File: src/rtl/st_skid_reg.sv
// Ready-path register slice: two-entry skid buffer with a flopped upstream
// ready, start-of-packet tracking and optional per-packet tuser hold.
module st_skid_reg #(
    parameter int TUSER_WIDTH = 128,
    parameter int TDATA_WIDTH = 256,
    parameter bit TUSER_HOLD  = 1'b0
) (
    input  logic                   clk,
    input  logic                   rst_n,
    input  logic                   axis_tvalid,
    input  logic                   axis_tlast,
    input  logic [TUSER_WIDTH-1:0] axis_tuser,
    input  logic [TDATA_WIDTH-1:0] axis_tdata,
    output logic                   axis_tready,
    output logic                   axis_reg_tvalid,
    output logic                   axis_reg_tlast,
    output logic [TUSER_WIDTH-1:0] axis_reg_tuser,
    output logic [TDATA_WIDTH-1:0] axis_reg_tdata,
    output logic                   axis_reg_sop,
    input  logic                   axis_reg_tready
);

    typedef enum logic [1:0] {
        ST_EMPTY = 2'b00,
        ST_BUSY  = 2'b01,
        ST_FULL  = 2'b10
    } state_t;

    typedef struct packed {
        logic                   tlast;
        logic [TUSER_WIDTH-1:0] tuser;
        logic [TDATA_WIDTH-1:0] tdata;
        logic                   sop;
    } beat_t;

    state_t                 state_q;
    state_t                 state_d;
    beat_t                  main_q;
    beat_t                  main_d;
    beat_t                  skid_q;
    beat_t                  skid_d;
    beat_t                  in_beat_s;
    logic                   tready_q;
    logic                   tready_d;
    logic                   valid_q;
    logic                   valid_d;
    logic                   sop_trk_q;
    logic                   sop_trk_d;
    logic [TUSER_WIDTH-1:0] held_tuser_q;
    logic [TUSER_WIDTH-1:0] held_tuser_d;
    logic                   in_fire_s;
    logic                   out_fire_s;

    assign in_fire_s  = axis_tvalid & tready_q;
    assign out_fire_s = valid_q & axis_reg_tready;

    // Assemble the incoming beat, tagging it with sop and the tuser it carries
    always_comb begin
        in_beat_s.tlast = axis_tlast;
        in_beat_s.tdata = axis_tdata;
        in_beat_s.sop   = sop_trk_q;
        in_beat_s.tuser = axis_tuser;
        if (TUSER_HOLD) begin
            // The sop beat carries its own tuser; later beats reuse the captured one
            if (sop_trk_q) begin
                in_beat_s.tuser = axis_tuser;
            end else begin
                in_beat_s.tuser = held_tuser_q;
            end
        end else begin
            in_beat_s.tuser = axis_tuser;
        end
    end

    // Packet-boundary tracker and first-beat tuser capture
    always_comb begin
        sop_trk_d    = sop_trk_q;
        held_tuser_d = held_tuser_q;
        if (in_fire_s) begin
            sop_trk_d = axis_tlast;
        end else begin
            sop_trk_d = sop_trk_q;
        end
        if (in_fire_s && sop_trk_q) begin
            held_tuser_d = axis_tuser;
        end else begin
            held_tuser_d = held_tuser_q;
        end
    end

    // Next-state and entry-update logic for the two-entry buffer
    always_comb begin
        state_d = state_q;
        main_d  = main_q;
        skid_d  = skid_q;
        case (state_q)
            ST_EMPTY: begin
                if (in_fire_s) begin
                    state_d = ST_BUSY;
                    main_d  = in_beat_s;
                end else begin
                    state_d = ST_EMPTY;
                end
            end
            ST_BUSY: begin
                if (in_fire_s && !out_fire_s) begin
                    state_d = ST_FULL;
                    skid_d  = in_beat_s;
                end else if (in_fire_s && out_fire_s) begin
                    state_d = ST_BUSY;
                    main_d  = in_beat_s;
                end else if (out_fire_s) begin
                    // Clearing main keeps the gated outputs coming straight from flops
                    state_d = ST_EMPTY;
                    main_d  = '0;
                end else begin
                    state_d = ST_BUSY;
                end
            end
            ST_FULL: begin
                if (out_fire_s) begin
                    state_d = ST_BUSY;
                    main_d  = skid_q;
                    skid_d  = '0;
                end else begin
                    state_d = ST_FULL;
                end
            end
            default: begin
                state_d = ST_EMPTY;
                main_d  = '0;
                skid_d  = '0;
            end
        endcase
        valid_d  = (state_d != ST_EMPTY);
        tready_d = (state_d != ST_FULL);
    end

    // State, entry and handshake registers
    always_ff @(posedge clk or negedge rst_n) begin
        if (!rst_n) begin
            state_q      <= ST_EMPTY;
            main_q       <= '0;
            skid_q       <= '0;
            tready_q     <= 1'b0;
            valid_q      <= 1'b0;
            sop_trk_q    <= 1'b1;
            held_tuser_q <= '0;
        end else begin
            state_q      <= state_d;
            main_q       <= main_d;
            skid_q       <= skid_d;
            tready_q     <= tready_d;
            valid_q      <= valid_d;
            sop_trk_q    <= sop_trk_d;
            held_tuser_q <= held_tuser_d;
        end
    end

    assign axis_tready     = tready_q;
    assign axis_reg_tvalid = valid_q;
    assign axis_reg_tlast  = main_q.tlast;
    assign axis_reg_tuser  = main_q.tuser;
    assign axis_reg_tdata  = main_q.tdata;
    assign axis_reg_sop    = main_q.sop;

endmodule

File: config.mk
export PLATFORM = sky130hd
export DESIGN_NAME = st_skid_reg
export DESIGN_NICKNAME = d
export VERILOG_FILES = /design/src/rtl/st_skid_reg.sv
export SDC_FILE = /design/constraint.sdc
export NUM_CORES = 1
export LEC_CHECK = 0
export BUFFER_PORTS_ARGS = -buffer_cell sky130_fd_sc_hd__buf_2
export CORE_UTILIZATION = 35
export CTS_CLUSTER_SIZE = 28
export DETAILED_ROUTE_END_ITERATION = 10
export GPL_TIMING_DRIVEN = 0
export SETUP_SLACK_MARGIN = 0.1
export SYNTH_ARGS = -nofsm -noshare
export SYNTH_HDL_FRONTEND = slang
export SYNTH_SLANG_ARGS = --single-unit
File: constraint.sdc
create_clock -name clk -period 2.95 [get_ports clk]
set_input_delay 0.59 -clock clk [delete_from_list [all_inputs] [get_ports clk]]
set_output_delay 0.59 -clock clk [all_outputs]
set_load 0.02 [all_outputs]
# [Word level (Yosys, flattened, before mapping)]
# Index checks and enable logic that the tools add are counted.
[totals] input_bits=389 elab_cells=44 output_inout_bits=388 reg_bits=777
[classes] eq_ne=8 n_reduce_logical=7 bitwise=3 muxes=14
[ops] operator="$mux W386" count=6
[ops] operator="$pmux W386 S3" count=2
[ops] operator="$ne A2 B2 Y1 const B" count=5
[ops] operator="$pmux W2 S3" count=1
[ops] operator="$mux W2" count=2
[ops] operator="$reduce_and A4 Y1" count=1
[ops] operator="$mux W1" count=3
[ops] operator="$ne A3 B3 Y1 const B" count=1
[ops] operator="$reduce_and A3 Y1" count=1
[ops] operator="$and A1 B1 Y1" count=2
[ops] operator="$eq A2 B1 Y1 const B" count=1
[ops] operator="$eq A2 B2 Y1 const B" count=1
[ops] operator="$logic_and A1 B1 Y1" count=2
[ops] operator="$logic_not A2 Y1" count=1
[ops] operator="$reduce_bool A2 Y1" count=1
[ops] operator="$logic_not A1 Y1" count=1
[ops] operator="$not A1 Y1" count=1

# [Depth between registers and ports, before layout]
# Gate-level depths: netlist of the first run.
[depth] depth_word=6 mapped_depth=10 mapped_depth_nobuf=7

# [Worst setup path before layout of the first run]
# OpenSTA, ideal clock, no wires.
[synth_path] path_kind="in2reg" from="input axis_tvalid" to="register main_q (netlist bit axis_reg_tuser[47])" required_time_ps=2827 path_stages=10 setup_time_ps=123 path_slack_ps=935 path_buffers=3 arrival_ps=1892 path_cell_list="nand2_1 inv_1 ha_1 and3b_1 o21ai_1 o311a_1 buf_4 buf_4 buf_4 o2bb2ai_1"
[synth_between] elab_chain_len=5 elab_cells_between_ends=10 cone_classes="3 x eq/ne; 3 x mux; 1 x bitwise; 3 x reduce/logical"
[synth_lines] item="from (decl)" line="10" text="input logic axis_tvalid,"
[synth_lines] item="$and A1 B1 Y1 (*)" line="54" text="assign in_fire_s = axis_tvalid & tready_q;"
[synth_lines] item="via in_fire_s" line="51" text="logic in_fire_s;"
[synth_lines] item="$logic_and A1 B1 Y1" line="109" text="end else if (in_fire_s && out_fire_s) begin"
[synth_lines] item="$mux W386" line="109"
[synth_lines] item="$mux W386" line="106" text="if (in_fire_s && !out_fire_s) begin"
[synth_lines] item="$pmux W386 S3" line="96" text="case (state_q)"
[synth_lines] item="to (signal assigned)" line="151" text="main_q <= main_d;"
[synth_lines] item="to (decl)" line="38" text="beat_t main_q;"
# Mark *: on every way through the listed nets, which the timed path passes. The rest lies on a longest branch. The select of a mux whose other input is x is not followed.
# A chain may end at the register's enable or synchronous reset.

# [Worst setup path after layout of the first run]
[layout_path] from="register state_q[0]" to="register main_q (netlist bit axis_reg_tdata[202])"
[layout_between] elab_chain_len=3 elab_cells_between_ends=9 cone_classes="6 x eq/ne; 1 x mux; 2 x reduce/logical"
[layout_lines] item="from (decl)" line="36" text="state_t state_q;"
[layout_lines] item="from (signal assigned)" line="150" text="state_q <= state_d;"
[layout_lines] item="$eq A2 B1 Y1 (tied with other cells)" line="96"
[layout_lines] item="$ne A3 B3 Y1 (no line) or $ne A2 B2 Y1 (tied branches)"
[layout_lines] item="$reduce_and A4 Y1 (no line)"
# Parallel ways exist; a longest one is shown, timed or not.

==> impl_metrics.json, run 1 <==
{
  "postLayoutCellArea_um2": 45800,
  "synth-edff-count": 0,
  "synth_area_leaders": "dfrtp_1 53%, mux2i_1 10%, o2bb2ai_1 9.2%",
  "yosysSeqAreaShare": 0.528,
  "vias_per_cell": 5.16,
  "avgSynthCellArea_um2": 9.59,
  "postCtsSetupBuffers": 0,
  "htree_num_levels": 3,
  "end_kind": "flip-flop",
  "power_w": 0.0539,
  "die_area_um2": 107000,
  "numCtsBuffers": 90,
  "path_max_fanout": 10,
  "clock_path_buffers": 3,
  "nNetsFinal": 5116,
  "p_leak_nw": 22.8,
  "drc_errors": 0,
  "final_cells": 6191,
  "relSlewSlack": 0.161,
  "cts_tree": "yes",
  "globalplace.congestion": 0.853,
  "port_buffers": 776,
  "async_flop_share": 1.00,
  "hold_class": "in2async",
  "sw_frac_of_total": 0.445,
  "dr.pass1.iters": 7,
  "use_met3": 0.0717,
  "p_int_w": 0.0299,
  "insertion_delay_ns": 0.66,
  "tns_ns": 0,
  "grt_pass1_vias": 31200,
  "arrival_ns": 3.25,
  "critPathLaunchType": "flip-flop",
  "grt_pass1_wl_mm": 197,
  "wl_mm": 132,
  "hold_viol_final": 0,
  "met1_usage": 0.300,
  "overflow": 0,
  "antenna_found_initial": 57,
  "syn-num-nets": 4234,
  "grt_use_total": 0.240,
  "path_clk_slew_ns": 0.06,
  "vias": 32000,
  "synth_warnings": 0,
  "rsz0062_at_grt": "true",
  "yosysTopAreaCell": "dfrtp_1",
  "drtAntennaViolNets": 0,
  "start_util": 0.355,
  "slew_viol_final": 0,
  "synth-seq-cells": 777,
  "grt_start_max_net_pins": 119,
  "power.share.sequential": 0.313,
  "root_buffer": "clkbuf_16",
  "synthToLayoutAreaGrowth_pct": 24.2,
  "cts_sinks": 777,
  "fin_crit_ns": 2.72,
  "post-synth-top-count-cell": "nand2_1",
  "routedWlPerCell_um": 21.3,
  "rows": 118,
  "globalRouteMet2Util": 0.397,
  "postLayoutCoreUtil": 0.440,
  "grt.busiest_layer": "met2",
  "reg2reg_slack_ns": 0.23,
  "worstSetupPathType": "reg2reg",
  "synth_common_cells": "777 x nand2_1, 776 x dfrtp_1, 387 x a21oi_1, 387 x nand3_1, 386 x o2bb2ai_1",
  "fillers": 10200,
  "tightest_slew_ns": 1.26,
  "comb_power_share": 0.481,
  "fp.dieW_um": 326,
  "ios": 777,
  "synth.top_cell.area_share": 0.527,
  "placed_cell_area_um2": 42700,
  "finalSetupViolCount": 0,
  "powerDensity_nw_per_um2": 1180,
  "p_sw_w": 0.0240,
  "design.core.area_um2": 104000,
  "drtIter0Drc": 1842,
  "status": "complete, no violations",
  "fmax_mhz": 368,
  "peakVddDrop_uv": 589,
  "drive_gt1_frac": 0.246,
  "dpl.cell_count": 6007,
  "synth_cells": 3844,
  "die_y_um": 326,
  "synthesis.area_um2": 36800,
  "required_ns": 3.48,
  "netlist-cell-type-count": 29,
  "cap_viol_max_count": 0,
  "dp_hpwl_mm": 96.5,
  "fin_crit_sh": 0.921,
  "fin_skew_ns": 0.0193,
  "ys.flop_type": "dfrtp_1",
  "clkPwrFrac": 0.206
}
-- through the flow --
| stage | hold WS, ns | worst slack, ns |
|---|---|---|
| 2_1_floorplan | 0.294 | 0.935 |
| 3_3_place_gp | 0.448 | -16.28 |
| 3_5_place_dp | 0.455 | -0.635 |
| 4_1_cts | -0.0535 | 0.165 |
| 5_1_grt | 0.0304 | 0.0619 |
| 6_report | 0.0418 | 0.234 |
-- worst max-delay path, stage by stage (launching register included) --
cell,delay (ns)
dfrtp_1,0.39
buf_2,0.36
clkbuf_1,0.97
clkbuf_1,0.51
nor2_1,0.10
a21oi_1,0.17
o2bb2ai_1,0.09
-- state kept, by name (all words and copies together), names as in the netlist --
name and flops:
skid_q 386, axis_reg_tdata 256, axis_reg_tuser 128, state_q 2
axis_reg_sop 1, axis_reg_tlast 1, axis_reg_tvalid 1, axis_tready 1
sop_trk_q 1
-- layer usage --
metal / vias up / share of wire
met4: 50 / 0.025
li1: 15100 / -
met3: 229 / 0.076
met1: 15600 / 0.41
met5: - / 0.0024
met2: 943 / 0.48
-- power by group through the flow --
stage                     logic [W]  registers (W)  clock network, W
after detailed placement     0.0260         0.0169                 0
final                        0.0259         0.0169            0.0111
after floorplan              0.0152         0.0188                 0
after global placement       0.0258         0.0169                 0
after global routing         0.0284         0.0173            0.0118
after CTS                    0.0261         0.0168            0.0114
-- layout make-up --
type	instances	area (um2)	area share
tap	1380	1730	0.0377
sequential	777	19400	0.425
clock inverter	21	205	0.00448
buffer	342	1790	0.0391
multi-input combinational	2722	15600	0.341
antenna	21	52.6	0.00115
clock buffer	135	2700	0.0591
timing repair buffer	790	4220	0.0922
inverter	3	11.3	0.000246
-- logic make-up (layout without fill, tap and decap cells) --
kind of cell | Yosys count | in the layout | share of synthesized area
AO/OA/AOI/OAI | 780 | 780 | 0.146
adder cells (fa/ha/maj) | 1 | 1 | 0.000340
buffers and inverters | 345 | 1291 | 0.0489
flip-flops | 777 | 777 | 0.528
multiplexers | 386 | 386 | 0.105
other | 0 | 21 | 0
AND/OR/NAND/NOR | 1555 | 1555 | 0.172
-- cell usage in the layout, fill, tap and decap left out, types with 24 or more instances in the layout --
cell type	n
buf_2	943
nand2_1	776
dfrtp_1	776
nand3_1	387
a21oi_1	387
o2bb2ai_1	386
mux2i_1	385
nor2_1	385
clkbuf_1	94
clkbuf_16	92
buf_4	77
clkbuf_8	24
-- path summary, 6_finish.rpt --
check | start | to | cells after the start
max | state_q[0] | axis_reg_tdata[202] | 6
min reg2reg | skid_q[14] | skid_q[14] | 2
min | rst_n | skid_q[72] | 3
min in group clk | axis_tuser[39] | skid_q[296] | 3
max in group asynchronous | rst_n | skid_q[161] | 6
max reg2reg | state_q[0] | axis_reg_tdata[202] | 6
-- repair_timing --
| action | CTS | global route |
|---|---|---|
| pin swaps | 0 | 0 |
| endpoints found under the hold margin | 67 | 17 |
| hold buffers | 3 | 4 |
| resized for setup | 1 | 3 |
| endpoints found under the setup margin | 200 | 41 |
Power figures use the tool's default switching activity.
==> run 2, diff against run 1 <==
- clock period: 2.95 -> 2.7 ns (I/O delays scaled with it)
==> impl_metrics.json, run 2 (synthesized netlist as in run 1, its figures left out) <==
{
  "fin_crit_ns": 2.42,
  "top_register": "skid_q",
  "worstSetupPathType": "reg2reg",
  "rr_startpoint": "axis_reg_tvalid",
  "fmax_mhz": 413,
  "antenna_found_initial": 55,
  "grt_pass1_wl_mm": 198,
  "required_ns": 3.29,
  "whs_ns": 0.125,
  "relSlewSlack": 0.448,
  "start_util": 0.355,
  "root_buffer": "clkbuf_16",
  "worst-r2r-cell-count": 8,
  "fin_ws_ns": 0.278,
  "numCtsBuffers": 90,
  "port_buffers": 776,
  "synthToLayoutAreaGrowth_pct": 24.5,
  "postLayoutCellArea_um2": 45900,
  "dpl.cell_count": 6007,
  "drtIter0Drc": 1931,
  "path_max_fanout": 10,
  "slew_viol_final": 0,
  "globalplace.congestion": 0.853,
  "htree_num_levels": 3,
  "rows": 118,
  "globalRouteMet2Util": 0.399,
  "grt.busiest_layer": "met2",
  "die_y_um": 326,
  "clock_path_buffers": 3,
  "finalSetupViolCount": 0,
  "end_kind": "flip-flop",
  "final_common_cell": "buf_2",
  "reg2reg_slack_ns": 0.28,
  "final_cells": 6192,
  "use_met3": 0.0714,
  "fin_skew_ns": 0.0207,
  "dp_slack_ns": -0.835,
  "insertion_delay_ns": 0.66,
  "dr.pass1.iters": 6,
  "peakVddDrop_uv": 644,
  "met1_usage": 0.302,
  "hold_viol_final": 0,
  "status": "complete, no violations",
  "fillers": 10200,
  "cts_sinks": 777,
  "holdPathStages": 3,
  "cap_viol_max_count": 0,
  "die_area_um2": 107000,
  "ios": 777,
  "hold_class": "in2reg",
  "dp_hpwl_mm": 96.5,
  "nNetsFinal": 5117,
  "placed_cell_area_um2": 42700,
  "critPathLaunchType": "flip-flop",
  "drc_errors": 0,
  "overflow": 0,
  "routedWlPerCell_um": 21.4,
  "p_leak_nw": 22.9,
  "path_clk_slew_ns": 0.06,
  "design.core.area_um2": 104000,
  "final_cell_mix": "937 x buf_2, 776 x nand2_1, 776 x dfrtp_1",
  "wl_mm": 132,
  "largest_register_ff_count": 386,
  "arrival_ns": 3.01,
  "grt_pass1_vias": 31200,
  "vias_per_cell": 5.16,
  "powerDensity_nw_per_um2": 1290,
  "grt_start_max_net_pins": 119,
  "fin_crit_sh": 0.897,
  "cts_tree": "yes",
  "vias": 31900,
  "drtAntennaViolNets": 0,
  "hold_path_end": "skid_q[296]",
  "rsz0062_at_grt": "true",
  "tightest_slew_ns": 0.827,
  "hold_start": "axis_tuser[39]",
  "drive_gt1_frac": 0.247,
  "fp.dieW_um": 326,
  "grt_use_total": 0.241,
  "rr_endpoint": "skid_q[74]"
}
run 2: timing repair:
item,4_1_cts,5_1_grt
cloned,2,2
gates resized for setup,7,18
hold endpoints to repair,67,0
endpoints found under the setup margin,506,585
pin swaps,0,1
hold buffers,2,0
setup buffers,0,2
run 2: report_power, final:
group	leakage, nW	internal, W	total, W	switching, W
combinational	11.2	0.00972	0.0285	0.0188
clock	1.43	0.00708	0.0122	0.00509
sequential	10.3	0.0160	0.0184	0.00240
run 2: metrics by stage:
step / total power [W] / TNS (ns) / utilization
final: 0.0591 / 0 / 0.441
after global routing: 0.0630 / 0 / 0.441
after CTS: 0.0594 / 0 / 0.440
after detailed placement: 0.0469 / -278.29 / 0.410
after global placement: 0.0467 / - / 0.408
after floorplan: 0.0372 / 0 / -
run 2: layout make-up:
type                    count  area (um2)  area share
multi-input cells        2722       15600       0.341
clock buffers             135        2700      0.0590
clock inverters            21         205     0.00447
repair buffers            791        4280      0.0933
flip-flops and latches    777       19400       0.424
diodes                     21        52.6     0.00115
plain buffers             342        1820      0.0397
well taps                1380        1730      0.0377
inverters                   3        11.3    0.000246
run 2: critical path: stages (launching register included):
cell,delay [ns]
dfrtp_1,0.40
nand2_1,0.19
ha_1,0.22
o21ai_0,0.12
nand2_2,0.29
buf_2,0.43
buf_1,0.44
nand3_1,0.13
nand2_1,0.10
run 2: how the worst max path moves through the flow:
stage,from,end,slack (ns),cells past startpoint
3_3_place_gp,rst_n,skid_q[158],-16.48,1
6_report,axis_reg_tvalid,skid_q[74],0.28,8
5_1_grt,axis_tready,skid_q[123],0.09,9
2_1_floorplan,axis_tvalid,axis_reg_tuser[47],0.74,10
3_5_place_dp,rst_n,skid_q[158],-0.83,6
4_1_cts,state_q[1],axis_reg_tdata[202],0.09,7
run 2: routing by layer:
layer,part of all wire,vias up
met4,0.024,50
met1,0.41,15600
met2,0.48,913
met5,0.0025,-
li1,-,15100
met3,0.076,227
